--- config.mk ---
export PLATFORM = sky130hd
export DESIGN_NAME = instr_fetch
export DESIGN_NICKNAME = d
export VERILOG_FILES = /design/src/rtl/instr_fetch_pkg.sv /design/src/rtl/instr_fetch_skid_buf.sv /design/src/rtl/instr_fetch.sv
export SDC_FILE = /design/constraint.sdc
export NUM_CORES = 1
export LEC_CHECK = 0
export CELL_PAD_IN_SITES_DETAIL_PLACEMENT = 0
export CELL_PAD_IN_SITES_GLOBAL_PLACEMENT = 2
export CORE_ASPECT_RATIO = 1.2
export CORE_MARGIN = 8
export CORE_UTILIZATION = 37
export CTS_CLUSTER_SIZE = 28
export DETAILED_ROUTE_END_ITERATION = 10
export GPL_ROUTABILITY_DRIVEN = 1
export HOLD_SLACK_MARGIN = 0.06
export PLACE_DENSITY_LB_ADDON = 0.08
export REMOVE_ABC_BUFFERS = 1
export SKIP_LAST_GASP = 1
export SYNTH_ARGS = -nofsm -noshare
export SYNTH_HDL_FRONTEND = slang
export SYNTH_SLANG_ARGS = --single-unit
--- constraint.sdc ---
create_clock -name clk -period 4.7 [get_ports clk]
set_clock_uncertainty 0.15 [all_clocks]
set_input_delay 0.705 -clock clk [delete_from_list [all_inputs] [get_ports clk]]
set_output_delay 0.705 -clock clk [all_outputs]
set_load 0.02 [all_outputs]
--- src/rtl/instr_fetch_pkg.sv ---
// Shared constants for the instruction fetch stage: data width, the NOP
// encoding and the fetch controller state codes.
package instr_fetch_pkg;

    localparam int          FETCH_XLEN = 32;
    localparam logic [31:0] FETCH_NOP  = 32'h0000_0013;

    localparam logic [2:0] ST_IDLE  = 3'd0;
    localparam logic [2:0] ST_REQ   = 3'd1;
    localparam logic [2:0] ST_FULL  = 3'd2;
    localparam logic [2:0] ST_DRAIN = 3'd3;
    localparam logic [2:0] ST_STOP  = 3'd4;

    function automatic logic isMisaligned(input logic [1:0] lowBits);
        return |lowBits;
    endfunction

endpackage

--- src/rtl/instr_fetch_skid_buf.sv ---
// One-entry {pc, instr} holding slot used while decode is halted.
module instr_fetch_skid_buf
    import instr_fetch_pkg::*;
#(
    parameter int              XLEN      = FETCH_XLEN,
    parameter logic [XLEN-1:0] NOP_INSTR = FETCH_NOP
) (
    input  logic            clk,
    input  logic            rst_n,
    input  logic            load_i,
    input  logic            unload_i,
    input  logic            flush_i,
    input  logic [XLEN-1:0] pc_i,
    input  logic [XLEN-1:0] instr_i,
    output logic            full_o,
    output logic [XLEN-1:0] pc_o,
    output logic [XLEN-1:0] instr_o
);

    logic            full_q, full_d;
    logic [XLEN-1:0] pc_q, pc_d;
    logic [XLEN-1:0] instr_q, instr_d;

    // Flush beats everything; a load in the same cycle as an unload refills the slot.
    always_comb begin
        full_d  = full_q;
        pc_d    = pc_q;
        instr_d = instr_q;
        if (flush_i) begin
            full_d = 1'b0;
        end else if (load_i) begin
            full_d  = 1'b1;
            pc_d    = pc_i;
            instr_d = instr_i;
        end else if (unload_i) begin
            full_d = 1'b0;
        end
    end

    always_ff @(posedge clk or negedge rst_n) begin
        if (!rst_n) begin
            full_q  <= 1'b0;
            pc_q    <= '0;
            instr_q <= NOP_INSTR;
        end else begin
            full_q  <= full_d;
            pc_q    <= pc_d;
            instr_q <= instr_d;
        end
    end

    assign full_o  = full_q;
    assign pc_o    = pc_q;
    assign instr_o = instr_q;

endmodule

--- src/rtl/instr_fetch.sv ---
// Fetch stage: sequential PC generation over a single-outstanding req/ack
// instruction port, a one-word skid slot for decode halts, and redirect flushing.
module instr_fetch
    import instr_fetch_pkg::*;
#(
    parameter int              XLEN      = FETCH_XLEN,
    parameter logic [XLEN-1:0] RESET_PC  = '0,
    parameter logic [XLEN-1:0] NOP_INSTR = FETCH_NOP
) (
    input  logic            clk,
    input  logic            rst_n,
    input  logic            halt,
    input  logic            redirect_valid,
    input  logic [XLEN-1:0] redirect_pc,
    output logic            imem_req,
    output logic [XLEN-1:0] imem_addr,
    input  logic            imem_ack,
    input  logic [XLEN-1:0] imem_rdata,
    output logic [XLEN-1:0] pc_out,
    output logic [XLEN-1:0] instr_out,
    output logic            instr_valid,
    output logic            fetch_misalign
);

    logic [2:0]      state_q, state_d;
    logic [XLEN-1:0] fetchPc_q, fetchPc_d;
    logic [XLEN-1:0] drainAddr_q, drainAddr_d;
    logic [XLEN-1:0] outPc_q, outPc_d;
    logic [XLEN-1:0] outInstr_q, outInstr_d;
    logic            outValid_q, outValid_d;
    logic            misalign_q, misalign_d;

    logic            skidLoad, skidUnload, skidFlush, skidFull;
    logic [XLEN-1:0] skidPc, skidInstr;
    logic            keepWord, slotFullNext;
    logic [XLEN-1:0] redirectTarget;
    logic            redirectMisaligned;

    // DRAIN keeps presenting the abandoned address so the request is never withdrawn.
    assign imem_req  = (state_q == ST_REQ) || (state_q == ST_DRAIN);
    assign imem_addr = (state_q == ST_DRAIN) ? drainAddr_q : fetchPc_q;
    assign keepWord  = imem_ack && (state_q == ST_REQ);

    assign redirectTarget     = {redirect_pc[XLEN-1:2], 2'b00};
    assign redirectMisaligned = isMisaligned(redirect_pc[1:0]);

    always_comb begin
        state_d      = state_q;
        fetchPc_d    = fetchPc_q;
        drainAddr_d  = drainAddr_q;
        misalign_d   = misalign_q;
        outPc_d      = outPc_q;
        outInstr_d   = outInstr_q;
        outValid_d   = outValid_q;
        skidLoad     = 1'b0;
        skidUnload   = 1'b0;
        skidFlush    = 1'b0;
        slotFullNext = 1'b0;

        if (redirect_valid) begin
            fetchPc_d  = redirectTarget;
            misalign_d = redirectMisaligned;
            skidFlush  = 1'b1;
            outInstr_d = NOP_INSTR;
            outValid_d = 1'b0;
            if (imem_req && !imem_ack) begin
                state_d = ST_DRAIN;
                if (state_q == ST_REQ) begin
                    drainAddr_d = fetchPc_q;
                end
            end else begin
                state_d = redirectMisaligned ? ST_STOP : ST_REQ;
            end
        end else begin
            // Older word in the slot always leaves first; a same-cycle ack refills it.
            if (!halt) begin
                if (skidFull) begin
                    outPc_d    = skidPc;
                    outInstr_d = skidInstr;
                    outValid_d = 1'b1;
                    skidUnload = 1'b1;
                    skidLoad   = keepWord;
                end else if (keepWord) begin
                    outPc_d    = fetchPc_q;
                    outInstr_d = imem_rdata;
                    outValid_d = 1'b1;
                end else begin
                    outInstr_d = NOP_INSTR;
                    outValid_d = 1'b0;
                end
            end else begin
                skidLoad = keepWord;
            end

            slotFullNext = halt ? (skidFull || keepWord) : (skidFull && keepWord);

            case (state_q)
                ST_IDLE: state_d = ST_REQ;
                ST_REQ: begin
                    if (keepWord) begin
                        fetchPc_d = fetchPc_q + XLEN'(4);
                    end
                    state_d = slotFullNext ? ST_FULL : ST_REQ;
                end
                ST_FULL:  state_d = slotFullNext ? ST_FULL : ST_REQ;
                ST_DRAIN: begin
                    if (imem_ack) begin
                        state_d = misalign_q ? ST_STOP : ST_REQ;
                    end
                end
                ST_STOP:  state_d = ST_STOP;
                default:  state_d = ST_IDLE;
            endcase
        end
    end

    always_ff @(posedge clk or negedge rst_n) begin
        if (!rst_n) begin
            state_q     <= ST_IDLE;
            fetchPc_q   <= RESET_PC;
            drainAddr_q <= '0;
            misalign_q  <= 1'b0;
            outPc_q     <= '0;
            outInstr_q  <= NOP_INSTR;
            outValid_q  <= 1'b0;
        end else begin
            state_q     <= state_d;
            fetchPc_q   <= fetchPc_d;
            drainAddr_q <= drainAddr_d;
            misalign_q  <= misalign_d;
            outPc_q     <= outPc_d;
            outInstr_q  <= outInstr_d;
            outValid_q  <= outValid_d;
        end
    end

    instr_fetch_skid_buf #(
        .XLEN      (XLEN),
        .NOP_INSTR (NOP_INSTR)
    ) skidBuf (
        .clk      (clk),
        .rst_n    (rst_n),
        .load_i   (skidLoad),
        .unload_i (skidUnload),
        .flush_i  (skidFlush),
        .pc_i     (fetchPc_q),
        .instr_i  (imem_rdata),
        .full_o   (skidFull),
        .pc_o     (skidPc),
        .instr_o  (skidInstr)
    );

    assign pc_out         = outPc_q;
    assign instr_out      = outInstr_q;
    assign instr_valid    = outValid_q;
    assign fetch_misalign = misalign_q;

endmodule

==> implementation parameters <==
Parameter                              Value

Logic synthesis
  Combined area of all synthesized cells ... ~9000 µm²
  Post-synthesis instance total ... between 700 and 800
  Synth top area share ... 0.5135
  Cell type contributing the most total cell area after synthesis ... dfrtp_1
  Flip-flop and latch count after synthesis ... 190
  Netlist cell types ... 50
  Count leader, synth ... dfrtp_1
  Per-instance average area after synthesis ... roughly 12 µm²
  Top area cells in the synthesized netlist ... dfrtp_1, mux2_2, mux2i_1, a221oi_1, o21ai_0
  Leading cell types by count after synthesis ... dfrtp_1, mux2_2, nand2_1
  Commonest register cell after synthesis ... dfrtp_1
  Seq/Total Area, Yosys ... 0.5310
  Number of synthesis warnings ... 0
  Share of synthesized registers carrying an async set or reset ... 1.000
  Post-synth EDFFs ... 0

Power and ir drop
  VDD IR max ... ~0.27 mV
  Leak ... 4.567 nW
  Internal power ... 3.492 mW
  Fraction of power spent switching nets ... 0.3049
  Part of the power in combinational logic ... 0.244
  Clock Power Share ... 0.277
  Net switching component of the power ... about 1.5 mW
  Power consumption ... around 5 mW
  Power Density ... roughly 450 nW/µm²
  Share of total power in sequential cells ... 0.479

Run status
  Status ... finished clean

STA
  Final total negative setup slack ... 0 ps
  Number of max-slew violations in the final report ... 0
  Final setup viols ... 0
  Actual transition at the worst max-transition pin ... about 1100 ps
  Final Hold Viols ... 0
  Rel. slew slack ... 0.2710
  Achievable clock frequency ... 0.2727 GHz
  RSZ-0062 raised after global routing ... no
  Final period utilization ... 0.7801
  Min Tclk post-route ... 3666 ps

Placed design
  Number of cells in the design after placement ... approximately 1,200
  Number of input and output port buffers inserted ... approximately 160
  Sum of net half-perimeters after detailed placement ... ~15,000 µm
  Routability congestion estimate ... between 0.7 and 0.8

Floorplanning
  Core Box Area ... 23,890 µm²
  Initial standard-cell utilization of the core ... 0.3753
  Die ar. ... 29,490 µm²
  Overall die width ... roughly 160 µm
  Die height ... approximately 190 µm
  Number of rows created at floorplan ... 62
  Io pins ... approximately 170

GRT
  Antenna violations before repair ... 0
  Overall fraction of global-route tracks in use ... 0.1648
  Vias in the first global route ... 6,983
  Largest net degree at the start of global routing ... between 100 and 150
  Final global-route overflow total ... 0
  First-pass GRT wire length ... 38,580 µm

CTS
  Number of buffers inserted by hold repair at cts ... 0
  CTS sink count ... 190
  Total of cells resized after clock tree synthesis ... 0
  Insertion delay of the later-clocked pin in the worst-skew pair ... around 440 ps
  H-tree depth ... 4
  Clk Tree Root Cell ... clkbuf_16
  Clock tree from TritonCTS ... yes
  TritonCTS Buffers ... 17
  Clock-pin transition on the worst setup and hold timing paths ... 80 ps
  Postcts setup bufs ... 0
  Clock Path Buffers ... 2

Detailed routing
  Routed length per instance ... a little under 20 µm
  Final wirelength ... ~24,000 µm
  Number of nets still failing antenna checks after routing ... 0
  Number of DRC violations after detailed-routing iteration 0 ... roughly 280
  Avg Vias per Cell ... 5.265
  Remaining routing DRC violations ... 0
  DR pass1 iterations ... 4
  Total via count after detailed routing ... around 6,500

Final layout
  Fraction of final layout cells sized beyond drive strength 1 ... 0.1896
  Post-layout nets ... just under 1,000
  Fill count ... roughly 2,300
  Post-route non-filler standard cell count ... around 1,200
  Layout overhead on the synthesized area ... 25.83%
  Count of antenna diodes in the layout ... 0

Setup path
  Worst EP required ... 3850 ps
  Worst Path Arrival ... between 2000 and 3000 ps
  Worst reg2reg path depth ... 4
  Worst flop-to-flop path endpoint ... fetchPc_q[25]$_DFFE_PN0N_
  Critical path endpoint category ... primary output
  Reg-to-reg startpoint ... state_q[1]$_DFFE_PN0P_
  Largest fanout of any net on the critical path ... 30
  Worst setup path category ... reg2out
  Worst Setup Start Kind ... flop
  Setup slack of the most critical reg-to-reg path ... between 1500 and 2000 ps

Job
  Max_cap viols ... 0

Worst hold path
  Type of the worst min-delay path ... in2async
## through the flow
| step | hold WS [ps] | worst slack, ps | area [µm²] | utilization |
|---|---|---|---|---|
| 2_1_floorplan | 259.4 | 867.2 | 8615 | - |
| 5_1_grt | 355.6 | 869.7 | 11280 | 0.4722 |
| 3_3_place_gp | 312.8 | 1021 | 10720 | 0.4488 |
| 4_1_cts | 327.8 | 949.1 | 11280 | 0.4722 |
| 3_5_place_dp | 323.2 | 931.2 | 10720 | 0.4488 |
| 6_report | 263.6 | 1034 | 11280 | 0.4722 |
## per-layer routing
metal / track usage / part of all wire / vias up
li1: - / - / 3061
met5: 0 / 0 / -
met1: 0.2107 / 0.45 / 3254
met2: 0.2740 / 0.49 / 134
met4: 0.03852 / 0.0086 / 0
met3: 0.04068 / 0.049 / 11
## registers in the layout (all words and copies together) (netlist names)
signal           count
instr_valid          1
state_q              3
pc_out              30
skidBuf.instr_o     32
skidBuf.full_o       1
fetch_misalign       1
drainAddr_q         30
instr_out           32
fetchPc_q           30
skidBuf.pc_o        30
## power by group through the flow
stage	sequential, mW	clock [mW]	combinational [mW]
finish	2.40	1.39	1.23
floorplan	2.51	0	0.548
detailed placement	2.44	0	1.25
global route	2.47	1.50	1.34
global placement	2.41	0	1.22
CTS	2.41	1.45	1.25
## cells in the final DEF (no fill, tap or decap), types with 4 or more instances in the layout
cell	instances
a221oi_1	33
a31oi_1	13
and2_1	4
and3_1	8
buf_4	6
clkbuf_16	17
clkdlybuf4s50_1	160
conb_1	4
dfrtp_1	183
dfstp_2	6
inv_1	4
inv_6	5
mux2_1	9
mux2_2	114
mux2i_1	31
nand2_1	58
nand2b_1	4
nand3_1	16
nand4_1	9
nor2_1	17
nor2b_1	33
nor3_1	31
o211ai_1	4
o21a_1	4
o21ai_0	50
o31ai_1	10
or4_1	19
xnor2_1	4
xor2_1	4
## cell type report
class                           count  area, µm²  area share
Sequential cell                   190       4766      0.4224
Multi-Input combinational cell    510       3847      0.3410
Timing Repair Buffer              170       1690      0.1498
Clock buffer                       18      439.2     0.03892
Tap cell                          320      400.4     0.03548
Clock inverter                     14      121.4     0.01076
Inverter                            5      18.77    0.001663
## logic make-up (layout without fill, tap and decap cells)
family	Yosys count	count (layout)	share of synthesized area
fa+ha+maj	1	1	0.001395
compound gates	130	130	0.09795
flops	190	190	0.5310
simple gates	213	213	0.1296
buf+inv	76	207	0.04269
xor+xnor	8	8	0.007813
mux	154	154	0.1891
other cells	1	4	0.0004182
## worst max-delay path: stages (launching register included)
cell and delay (ps):
dfrtp_1 460, nand2b_1 160, inv_1 90, nand2_2 660, mux2_2 430, clkdlybuf4s50_1 570
## worst max path at each step
| stage | startpoint | to | cells after the start |
|---|---|---|---|
| after floorplan | skidBuf.full_o$_DFFE_PN0P_ | skidBuf.instr_o[10]$_DFFE_PN0P_ | 3 |
| after detailed placement | imem_ack | fetchPc_q[27]$_DFFE_PN0N_ | 5 |
| after global placement | imem_ack | fetchPc_q[25]$_DFFE_PN0N_ | 5 |
| final | state_q[0]$_DFFE_PN0P_ | imem_addr[22] | 5 |
| after CTS | state_q[0]$_DFFE_PN0P_ | imem_addr[21] | 5 |
| after global routing | state_q[0]$_DFFE_PN0P_ | imem_addr[17] | 5 |
No activity file was read; power rests on OpenSTA's default activity.
